<file path="config.mk">
export PLATFORM = sky130hd
export DESIGN_NAME = round_robin_select
export DESIGN_NICKNAME = d
export VERILOG_FILES = /design/src/rtl/ArbiterPkg.sv /design/src/rtl/rr_pick.sv /design/src/rtl/round_robin_select.sv
export SDC_FILE = /design/constraint.sdc
export NUM_CORES = 1
export LEC_CHECK = 0
export ABC_AREA = 0
export CAP_MARGIN = 40
export CORE_MARGIN = 2
export CORE_UTILIZATION = 45
export CTS_CLUSTER_SIZE = 28
export DETAILED_ROUTE_END_ITERATION = 7
export SLEW_MARGIN = 20
export SYNTH_ARGS = -nofsm -noshare
export SYNTH_HDL_FRONTEND = slang
export SYNTH_SLANG_ARGS = --single-unit
</file>
<file path="constraint.sdc">
create_clock -name clk -period 5.4 [get_ports clk]
set_clock_uncertainty 0.2 [all_clocks]
set_input_delay 0.54 -clock clk [delete_from_list [all_inputs] [get_ports clk]]
set_output_delay 0.54 -clock clk [all_outputs]
set_load 0.02 [all_outputs]
</file>
<file path="src/rtl/ArbiterPkg.sv">
// Shared arbiter types and helpers used by round_robin_select and future variants.
package ArbiterPkg;

   typedef enum logic {IDLE, GRANT} arb_state_t;

   // Wrap-aware increment; wraps at width, not at a power of two.
   function automatic int next_index(input int idx, input int width);
      return (idx == width - 1) ? 0 : idx + 1;
   endfunction

endpackage

</file>
<file path="src/rtl/rr_pick.sv">
// Combinational rotating find-first: first set bit of req in the order ptr, ptr+1, ..., ptr-1.
module rr_pick #(
   parameter int WIDTH     = 16,
   parameter int ADDR_SIZE = $clog2(WIDTH)
) (
   input  logic [WIDTH-1:0]     req,
   input  logic [ADDR_SIZE-1:0] ptr,
   output logic                 found,
   output logic [ADDR_SIZE-1:0] idx
);

   int                   pos;
   logic [ADDR_SIZE-1:0] cand;

   // Scan from the farthest position towards ptr so the nearest hit is written last.
   always_comb begin
      found = 1'b0;
      idx   = '0;
      pos   = 0;
      cand  = '0;
      for (int k = WIDTH - 1; k >= 0; k--) begin
         pos = int'(ptr) + k;
         if (pos >= WIDTH) pos = pos - WIDTH;
         cand = ADDR_SIZE'(pos);
         if (req[cand]) begin
            found = 1'b1;
            idx   = cand;
         end
      end
   end

endmodule

</file>
<file path="src/rtl/round_robin_select.sv">
// Registered round-robin arbiter with sticky grants and an optional hold limit.
module round_robin_select
   import ArbiterPkg::*;
#(
   parameter int WIDTH     = 16,
   parameter int MAX_HOLD  = 8,
   parameter int ADDR_SIZE = $clog2(WIDTH)
) (
   input  logic                 clk,
   input  logic                 reset,
   input  logic [WIDTH-1:0]     req,
   output logic [ADDR_SIZE-1:0] sel,
   output logic                 enable,
   output logic                 grant_new
);

   // With no hold limit the counter simply saturates at 1.
   localparam int HOLD_LIMIT = (MAX_HOLD == 0) ? 1 : MAX_HOLD;
   localparam int HOLD_W     = $clog2(HOLD_LIMIT + 1);

   arb_state_t           state_reg, state_next;
   logic [ADDR_SIZE-1:0] sel_reg, sel_next;
   logic                 enable_reg, enable_next;
   logic                 grant_new_reg, grant_new_next;
   logic [ADDR_SIZE-1:0] ptr_reg, ptr_next;
   logic [HOLD_W-1:0]    hold_cnt_reg, hold_cnt_next;

   logic [WIDTH-1:0]     owner_mask;
   logic [WIDTH-1:0]     waiters;
   logic                 hold_done;
   logic                 release_now;
   logic [WIDTH-1:0]     pick_req;
   logic [ADDR_SIZE-1:0] pick_ptr;
   logic                 pick_found;
   logic [ADDR_SIZE-1:0] pick_idx;

   always_comb begin
      owner_mask  = WIDTH'(1) << sel_reg;
      waiters     = req & ~owner_mask;
      hold_done   = (MAX_HOLD != 0) && (int'(hold_cnt_reg) == MAX_HOLD);
      release_now = !req[sel_reg] || (hold_done && (|waiters));
      // IDLE searches all requests from ptr; a release excludes the outgoing owner.
      pick_req    = (state_reg == IDLE) ? req : waiters;
      pick_ptr    = (state_reg == IDLE) ? ptr_reg
                                        : ADDR_SIZE'(next_index(int'(sel_reg), WIDTH));
   end

   rr_pick #(
      .WIDTH     (WIDTH),
      .ADDR_SIZE (ADDR_SIZE)
   ) u_pick (
      .req   (pick_req),
      .ptr   (pick_ptr),
      .found (pick_found),
      .idx   (pick_idx)
   );

   always_comb begin
      state_next     = state_reg;
      sel_next       = sel_reg;
      enable_next    = 1'b0;
      grant_new_next = 1'b0;
      ptr_next       = ptr_reg;
      hold_cnt_next  = hold_cnt_reg;
      case (state_reg)
         IDLE: begin
            if (pick_found) begin
               state_next     = GRANT;
               sel_next       = pick_idx;
               enable_next    = 1'b1;
               grant_new_next = 1'b1;
               hold_cnt_next  = HOLD_W'(1);
            end
         end
         GRANT: begin
            if (release_now) begin
               ptr_next = pick_ptr;
               if (pick_found) begin
                  sel_next       = pick_idx;
                  enable_next    = 1'b1;
                  grant_new_next = 1'b1;
                  hold_cnt_next  = HOLD_W'(1);
               end else begin
                  state_next = IDLE;
               end
            end else begin
               enable_next = 1'b1;
               if (int'(hold_cnt_reg) < HOLD_LIMIT) hold_cnt_next = hold_cnt_reg + HOLD_W'(1);
            end
         end
         default: state_next = IDLE;
      endcase
   end

   always_ff @(posedge clk) begin
      if (reset) begin
         state_reg     <= IDLE;
         sel_reg       <= '0;
         enable_reg    <= 1'b0;
         grant_new_reg <= 1'b0;
         ptr_reg       <= '0;
         hold_cnt_reg  <= '0;
      end else begin
         state_reg     <= state_next;
         sel_reg       <= sel_next;
         enable_reg    <= enable_next;
         grant_new_reg <= grant_new_next;
         ptr_reg       <= ptr_next;
         hold_cnt_reg  <= hold_cnt_next;
      end
   end

   assign sel       = sel_reg;
   assign enable    = enable_reg;
   assign grant_new = grant_new_reg;

endmodule

</file>
After elaboration in Yosys (flattened, before gate mapping)
Index checks and enable logic that the tools add are counted.
{ "word_totals": {"ff_bits": 14, "latchBits": 0, "mem_bits_rw": 0, "mem_bits_ro": 0, "input_bits": 18, "out_inout_bits": 6, "elab_cells": 182, "memories": 0} }
{ "classes": {"n_addsub": 33, "n_mul": 0, "n_div": 0, "order_cmp": 34, "eq_ne": 4, "shifts": 1, "mux": 97, "bitwise": 3, "reduce_logical": 5} }
{ "ops": {"columns": ["operator", "n"], "rows": [
  ["$mux W4", 39],
  ["$lt A4 B5 Y1 const B", 17],
  ["$ge A5 B5 Y1 const B", 15],
  ["$bmux W1 S4", 17],
  ["$sub A4 B1 Y4 const B", 16],
  ["$add A4 B4 Y5 const B", 8],
  ["$mux W1", 36],
  ["$add A4 B3 Y5 const B", 4],
  ["$and A16 B16 Y16", 1],
  ["$mux W16", 1],
  ["$not A16 Y16", 1],
  ["$pmux W4 S2", 2],
  ["$reduce_or A16 Y1", 1],
  ["$shl A1 B4 Y16 const A", 1],
  ["$add A4 B2 Y5 const B", 2],
  ["$add A4 B1 Y4 const B", 2],
  ["$add A4 B1 Y5 const B", 1],
  ["$ge A4 B5 Y1 const B", 1],
  ["$eq A4 B1 Y1 const B", 1],
  ["$eq A4 B4 Y1 const B", 1],
  ["$lt A4 B4 Y1 const B", 1],
  ["$pmux W1 S2", 2],
  ["$ne A3 B1 Y1 const B", 1],
  ["$ne A2 B1 Y1 const B", 1],
  ["5 further kinds", 5]
]} }

Depth between registers and ports, before layout
Gate-level depths: netlist (run 1).
{ "depth": {"depth_word": 27, "depth_mapped": 18, "ltp_nobuf": 14} }

Hierarchy
Synthesis (run 1) repeated with hierarchy kept, for this count alone.
{ "unflattened": {"cells_unflattened": 426, "hier_area_um2": 3743.6} }
{ "by_module_without_submodules": {"columns": ["module", "n_inst", "cells_each", "area_per_inst_um2", "seq_area_each_um2"], "rows": [
  ["rr_pick", 1, 259, 2328.5, 0.0],
  ["round_robin_select", 1, 167, 1415.1, 280.3]
]} }

Least setup slack after synthesis (run 1)
Ideal clock, no wire load.
{ "synth_path": {"kind": "reg2reg", "start": "register sel_reg[0], in the netlist sel[0]", "end": "register sel_reg[1], in the netlist sel[1]", "setup_ps": 91, "arrival_ps": 4711, "required_time_ps": 5109, "slack_ps": 398, "path_stages_with_launch": 18, "n_path_buf": 5, "period_less_slack_ps": 5002, "cell_sequence": "dfxtp_1 > buf_4 > inv_1 > ha_1 > mux2i_4 > buf_4 > buf_1 > clkbuf_1 > ha_1 > clkbuf_1 > a211oi_1 > a31o_2 > mux2i_1 > mux2_2 > o2111ai_1 > or4_1 > or4_1 > a311oi_1"} }
{ "synth_via": {"elab_chain_cells": 27, "elab_cells_between_ends": 145, "cone_classes": "add/sub (32); order compare (16); eq/ne (2); shift (1); mux (88); bitwise (2); reduce/logical (4)"} }
{ "synth_lines": {"columns": ["element", "line_no", "rtl"], "rows": [
  ["start: declaration", "round_robin_select.sv:22", "logic [ADDR_SIZE-1:0] sel_reg, sel_next;"],
  ["start signal: assignment", "round_robin_select.sv:105", "sel_reg <= sel_next;"],
  ["$add A4 B1 Y4 or $eq A4 B1 Y1 (tied branches)", "ArbiterPkg.sv:8", "return (idx == width - 1) ? 0 : idx + 1;"],
  ["$mux W4", "ArbiterPkg.sv:8", null],
  ["$mux W4", "round_robin_select.sv:44", "pick_ptr = (state_reg == IDLE) ? ptr_reg"],
  ["$add A4 B4 Y5", "rr_pick.sv:22", "pos = int'(ptr) + k;"],
  ["$sub A4 B1 Y4 or $ge A5 B5 Y1 (tied branches)", "rr_pick.sv:23", "if (pos >= WIDTH) pos = pos - WIDTH;"],
  ["$mux W4", "rr_pick.sv:23", null],
  ["$bmux W1 S4", "rr_pick.sv:25", "if (req[cand]) begin"],
  ["$mux W1 (implied by the code)", "rr_pick.sv:25", null],
  ["$mux W4 or $mux W1 (tied branches) (16 in a row)", "rr_pick.sv:25", null],
  ["$mux W4", "round_robin_select.sv:67, round_robin_select.sv:78", null],
  ["$mux W4", "round_robin_select.sv:76", "if (release_now) begin"],
  ["$pmux W4 S2", "round_robin_select.sv:65", "case (state_reg)"]
]} }
Several ways; a longest one is shown, not always the timed one. The select of a mux whose other input is x is not followed.
A chain may end at the register's enable or synchronous reset.

Worst setup path in the final report (run 1)
Same ends and word-level chain as after synthesis.

==> results of run 1 <==
layout make-up:
class	instances	area, um^2	area share [%]
inverter	15	58.8	1.43
tap	105	131	3.21
clock buffer	4	55.1	1.34
multi-input combinational	423	3240	79.0
timing repair buffer	37	335	8.18
sequential	14	280	6.84
synthesized netlist by cell type (all sizes together), types with 10 or more instances:
| master | n |
|---|---|
| nor2 | 34 |
| nand3 | 13 |
| nand2 | 65 |
| dfxtp | 14 |
| a31oi | 15 |
| mux2 | 20 |
| inv | 15 |
| ha | 10 |
| nor3 | 17 |
| o22ai | 10 |
| a21oi | 25 |
| mux2i | 61 |
| buf | 20 |
| o21ai | 25 |
| xnor2 | 11 |
| a211oi | 14 |
kinds of logic (layout without fill, tap and decap cells):
group / count (synthesis) / in the layout
simple gates: 167 / 167
compound gates: 145 / 145
mux: 88 / 88
buf+inv: 44 / 56
flops: 14 / 14
xor+xnor: 13 / 13
fa+ha+maj: 10 / 10
report_power, final:
part,internal [mW],switching (mW)
registers,0.128,0.0377
clock network,0.0647,0.0399
logic,1.07,1.68
total,1.26,1.75
cells in the final DEF, fill, tap and decap left out, types with 4 or more instances in the layout:
cell             count
o21ai_1              8
mux4_2               7
a211oi_1            14
nand2_2              4
mux2_2              16
xnor2_1              5
a21o_1               5
clkbuf_8             4
nand4_1              5
mux2i_1             53
clkdlybuf4s50_1     23
nor2_1              34
o22ai_1             10
mux2i_2              5
a221oi_1             8
o211ai_1             8
inv_1               12
o21ai_0             17
a31oi_1              9
nand3_1             13
nand2b_1             5
nor3b_1              6
nor2b_1              6
ha_1                10
dfxtp_1             14
a21oi_1             23
xnor2_2              6
nor3_1              17
buf_4               14
nand2_1             60
how the worst min path moves through the flow:
stage                     depth (start not counted)                       to  slack, ns                     from
final                                             2  ptr_reg[3]$_SDFFE_PP0P_       0.30  ptr_reg[3]$_SDFFE_PP0P_
after global routing                              2  ptr_reg[3]$_SDFFE_PP0P_       0.33  ptr_reg[3]$_SDFFE_PP0P_
after floorplan                                   2  ptr_reg[0]$_SDFFE_PP0P_       0.25  ptr_reg[0]$_SDFFE_PP0P_
after CTS                                         2  ptr_reg[3]$_SDFFE_PP0P_       0.31  ptr_reg[3]$_SDFFE_PP0P_
after global placement                            2  ptr_reg[0]$_SDFFE_PP0P_       0.29  ptr_reg[0]$_SDFFE_PP0P_
after detailed placement                          2  ptr_reg[3]$_SDFFE_PP0P_       0.30  ptr_reg[3]$_SDFFE_PP0P_
worst max-delay path, stage by stage (launching register included):
cell and delay, ns:
dfxtp_1 0.61, ha_1 0.42, a31oi_4 0.16, a21o_1 0.26
inv_4 0.18, ha_1 0.48, a211oi_1 0.09, a31oi_1 0.46
mux2_1 0.23, mux2_2 0.27, o2111ai_1 0.15, or4_1 0.55
or4_1 0.53, a311oi_1 0.26
through the flow:
stage / std cells / cell area (um^2) / setup slack, ns / power [mW] / hold slack, ns
finish: 598 / 4100 / 0.461 / 3.02 / 0.305
global route: 598 / 4100 / 0.185 / 3.22 / 0.326
detailed placement: 594 / 4040 / 0.539 / 2.83 / 0.300
global placement: 594 / 4040 / 0.574 / 2.84 / 0.285
floorplan: 481 / 3800 / 0.398 / 2.20 / 0.252
CTS: 598 / 4100 / 0.524 / 2.95 / 0.307
per-layer routing:
layer	global-route usage (%)	vias up
met1	38.3	1858
met5	0	-
met4	6.67	0
li1	-	1858
met3	2.35	15
met2	48.4	146
==> summary.md, run 1 <==
| Metric | Value |
|---|---|
| Status | completed |
| Largest net degree at the start of global routing | 24 |
| IO buf count | 23 |
| Synth area leader | mux2i_1 |
| Synth top area share | 13.9% |
| Final hold vios | 0 |
| RR Startpoint | sel[0]$_SDFFE_PP0P_ |
| Routability congestion estimate | 0.923 |
| GRT overflow | 0 |
| Synth Area in XOR/XNOR | 4.57% |
| Yosys reg bits | 14 |
| HPWL Detailed | 9980 um |
| Clk_lat worst skew | 0.25 ns |
| Final core utilization | 49.9% |
| CP required | 5.36 ns |
| Power density over the cells | 736 nW/um^2 |
| Metal-1 WL | 5670 um |
| Worst relative slew slack | 49.0% |
| Post-Syn Area | 3800 um^2 |
| Worst R2R Setup Slack | 0.46 ns |
| Max Freq | 0.202 GHz |
| Core Region | 8220 um^2 |
| Drt pass-1 iters | 5 |
| Post-synthesis adder-cell area fraction | 3.29% |
| Fraction of registers with async set/reset | 0% |
| Post-synth EDFFs | 0 |
| Post-CTS sizing | 0 |
| DIE AREA | 9210 um^2 |
| Ys Warns | 0 |
| Crit start category | register |
| Netlist cell types | 76 |
| Worst flop-to-flop path endpoint | sel[1]$_SDFFE_PP0P_ |
| Cts hold-fix bufs | 0 |
| DR WL met2 | 6020 um |
| Worst min-delay path class | reg -> reg |
| Routed WL | 12600 um |
| Crit path max fanout | 14 |
| CTS buffer count | 3 |
| Endpoints failing setup | 0 |
| Source of the critical timing path | sel[0]$_SDFFE_PP0P_ |
| Die H | 96.0 um |
| Via count | 3877 |
| DR DRC count | 0 |
| Fin crit share | 91.5% |
| Final net count | 522 |
| Vias in the first global route | 3597 |
| Number of fill cells in the layout | 794 |
| Min Tclk post-route | 4.94 ns |
| Predominant post-synthesis flop cell | dfxtp_1 |
| CTS tree | done |
| CTS sink count | 14 |
| Postcts setup bufs | 0 |
| Simple-Gate Fraction of Synth Area | 21.2% |
| Layout overhead on the synthesized area | 7.73% |
| Worst EP arrival | 4.90 ns |
| GRT Overall Usage | 28.2% |
| Met3 WL post-DR | 685 um |
| CTS clk-pin slew, worst paths | 0.06 ns |
| Antenna-violating nets left | 0 |
| Root buf cell | clkbuf_8 |
| RSZ-0062 raised after global routing | false |
| Die W | 96.0 um |
| R2R cell count | 13 |
| Starting density of the core | 46.3% |
| Cell Rows | 33 |
| Mean Syn Cell Area | 7.91 um^2 |
| CTS Buffer Depth | 2 |
| Max-slew violations | 0 |
| First-pass GRT wire length | 19900 um |
| Avg WL per Cell | 21.1 um |
| # H-tree levels | 1 |
| Initial drt markers | 320 |
| Worst Setup End Kind | register |
| Critical path type | reg -> reg |
| Num ports | 24 |
| Seq/Total Area, Yosys | 7.37% |
| Mux cell area share after synthesis | 27.8% |
| Diodes inserted | 0 |
| Max Cap Viol | 0 |
| Cells after synthesis | 481 |
| Maximum VDD drop | 0.572 mV |
| Setup TNS | 0 ns |
| Synth Area in Compound Gates | 28.2% |
| Synth area leaders | mux2i_1 (14%), dfxtp_1 (7.4%), nand2_1 (5.9%) |
| Lkg Pwr | 1.50 nW |
| Combinational family with the most area after synthesis | compound AO/OA/AOI/OAI gates |
| Syn_nets | 509 |
| Top Layer Used | met4 |
| Worst Max-Slew Pin Slew | 0.763 ns |
| Initial antenna violation count | 0 |
| Share of layout cells above drive strength 1 | 17.2% |
| Vias/cell | 6.48 |
| CP endpoint | sel[1]$_SDFFE_PP0P_ |
Note: power is estimated with default switching activity, not from simulation.
==> run 2: changes to the inputs <==
Settings changed: SKIP_CTS_REPAIR_TIMING set to 1.
==> results of run 2 <==
No change in the layout: final DEF, timing and power equal those of run 1.
==> run 3: changes to the inputs <==
Settings changed: ABC_AREA 0 to 1.
==> run 3 against run 2 <==
  * Core utilization rose by 1.4 points
  * Sequential share of layout area rose by 1.7 points
  * First-iteration DRC count fell by 11%
  * Synthesized cell count rose by 16%
  * Critical path depth rose by 10
  * Sequential power rose by 2%
  * Die area fell by 21%
  * Register-to-register slack improved by 0.47 ns
  * Maximum frequency rose by 10%
  * Critical endpoint is now sel[2]$_SDFFE_PP0P_
  * Count of clock-buffer cells in the layout fell by 1
  * Combinational power fell by 21%
  * Cell count rose by 8.5%
==> summary.md, run 3 <==
| Metric | Value |
|---|---|
| Most instantiated cells after synthesis | nand2_1 (213), nand3_1 (93), a21oi_1 (51) |
| Avg WL per Cell | 16.1 um |
| Share of layout cells above drive strength 1 | 10.3% |
| Root buf cell | clkbuf_8 |
| Min Tclk post-route | 4.47 ns |
| Routed WL | 10400 um |
| # H-tree levels | 1 |
| Cells after synthesis | 557 |
| GRT overflow | 0 |
| Cell Rows | 29 |
| Max Freq | 0.224 GHz |
| CTS buffer count | 3 |
| Predominant post-synthesis flop cell | dfxtp_1 |
| CTS tree | done |
| Pre-CTS setup slack | 1.01 ns |
| Post-route cell area | 3270 um^2 |
| Worst relative slew slack | 63.1% |
| Worst R2R Setup Slack | 0.93 ns |
| Power density over the cells | 737 nW/um^2 |
| Core Region | 6390 um^2 |
| Initial drt markers | 285 |
| Via count | 3757 |
| Setup TNS | 0 ns |
| Status | completed |
| CTS sink count | 14 |
| CTS clk-pin slew, worst paths | 0.06 ns |
| Max Cap Viol | 0 |
| GRT Overall Usage | 29.0% |
| Vias in the first global route | 3410 |
| Die W | 85.3 um |
| Layout overhead on the synthesized area | 10.0% |
| Clk_lat worst skew | 0.24 ns |
| Fraction of registers with async set/reset | 0% |
| Area post-placement | 3230 um^2 |
| Synth top area share | 26.9% |
| Synth area leader | nand2_1 |
| Worst EP arrival | 4.41 ns |
| Final hold vios | 0 |
| Number of fill cells in the layout | 690 |
| RSZ-0062 raised after global routing | false |
| Cell Count, Final, Fillers Out | 649 |
| Endpoints failing setup | 0 |
| Routability congestion estimate | 0.986 |
| Worst min-delay path class | reg -> reg |
| Crit path max fanout | 16 |
| Lkg Pwr | 1.63 nW |
| Mean Syn Cell Area | 5.34 um^2 |
| Post-synth EDFFs | 0 |
| Synth area leaders | nand2_1 (27%), nand3_1 (16%), dfxtp_1 (9.4%) |
| Crit start category | register |
| Largest net degree at the start of global routing | 22 |
| Hold WS | 0.258 ns |
| Fin crit share | 82.8% |
| Syn_nets | 585 |
| Num ports | 24 |
| Power, Total | 2.41 mW |
| Starting density of the core | 46.6% |
| Netlist cell types | 41 |
| Reg area | 280 um^2 |
| Most frequent cells in the layout | nand2_1 (213), nand3_1 (93), a21oi_1 (51) |
| IO buf count | 23 |
| Initial antenna violation count | 0 |
| Ys Warns | 0 |
| Yosys reg bits | 14 |
| Final net count | 602 |
| Maximum VDD drop | 0.478 mV |
| Worst Max-Slew Pin Slew | 0.553 ns |
| Drt pass-1 iters | 5 |
| Seq/Total Area, Yosys | 9.42% |
| DR DRC count | 0 |
| CP required | 5.33 ns |
| Die H | 85.3 um |
| Antenna-violating nets left | 0 |
| CTS Buffer Depth | 2 |
| First-pass GRT wire length | 16900 um |
| Commonest non-fill, non-tap cell in the layout | nand2_1 |
| HPWL Detailed | 8380 um |
| Diodes inserted | 0 |
| Multi-input logic area | 2390 um^2 |
| Max-slew violations | 0 |
| Cell with the most instances after synthesis | nand2_1 |
| Critical path type | reg -> reg |
| Placed insts | 646 |
| Post-Syn Area | 2980 um^2 |
| Worst Setup End Kind | register |
| Vias/cell | 5.79 |
| Final core utilization | 51.3% |
| DIE AREA | 7280 um^2 |
| Setup WS post-layout | 0.928 ns |
-- run 3: critical path: stages (launching register included) --
cell	delay (ns)
dfxtp_1	0.61
inv_1	0.21
ha_1	0.35
inv_1	0.04
nand2_1	0.06
nand2_2	0.23
inv_2	0.37
ha_1	0.23
nand3b_1	0.12
nand2_1	0.15
inv_1	0.22
nand3_1	0.15
nand3_1	0.18
nand2_2	0.13
inv_2	0.09
nand4_1	0.16
nor4_4	0.32
nand2_2	0.11
nand2_4	0.13
nor2_4	0.06
clkinv_2	0.06
a21oi_1	0.04
nand2_1	0.09
nand2_1	0.04
-- run 3: report_power, final --
part	internal, mW	switching [mW]	total (mW)
Sequential	0.129	0.0404	0.170
Combinational	0.659	1.50	2.16
Clock	0.0493	0.0353	0.0846
-- run 3: layer usage --
metal / global-route usage [%] / part of all wire [%] / vias to the layer above / routed length (um)
met1: 41.1 / 47 / 1715 / 4910
met2: 47.0 / 45 / 125 / 4720
met3: 4.28 / 6.1 / 24 / 639
met5: 0 / 0 / - / 0
li1: - / - / 1893 / -
met4: 5.48 / 1.6 / 0 / 165
-- run 3: cell type report --
type	instances	area share, %
repair buffers	26	7.72
clock buffers	3	1.26
multi-input cells	474	73.1
inverters	55	6.42
well taps	77	2.94
flip-flops and latches	14	8.56
-- run 3: worst paths after layout --
| kind | from | end | cells past startpoint |
|---|---|---|---|
| min | ptr_reg[1]$_SDFFE_PP0P_ | ptr_reg[1]$_SDFFE_PP0P_ | 2 |
| max | sel[1]$_SDFFE_PP0P_ | sel[2]$_SDFFE_PP0P_ | 23 |
| min reg2reg | ptr_reg[1]$_SDFFE_PP0P_ | ptr_reg[1]$_SDFFE_PP0P_ | 2 |
| max reg2reg | sel[1]$_SDFFE_PP0P_ | sel[2]$_SDFFE_PP0P_ | 23 |
-- run 3: logic make-up after synthesis --
| logic type | count (synthesis) | synth area share [%] |
|---|---|---|
| AND/OR/NAND/NOR | 369 | 56.7 |
| AO/OA/AOI/OAI | 92 | 18.1 |
| buffers and inverters | 69 | 10.2 |
| flip-flops | 14 | 9.42 |
| adder cells (fa/ha/maj) | 10 | 4.21 |
| XOR/XNOR | 3 | 1.39 |
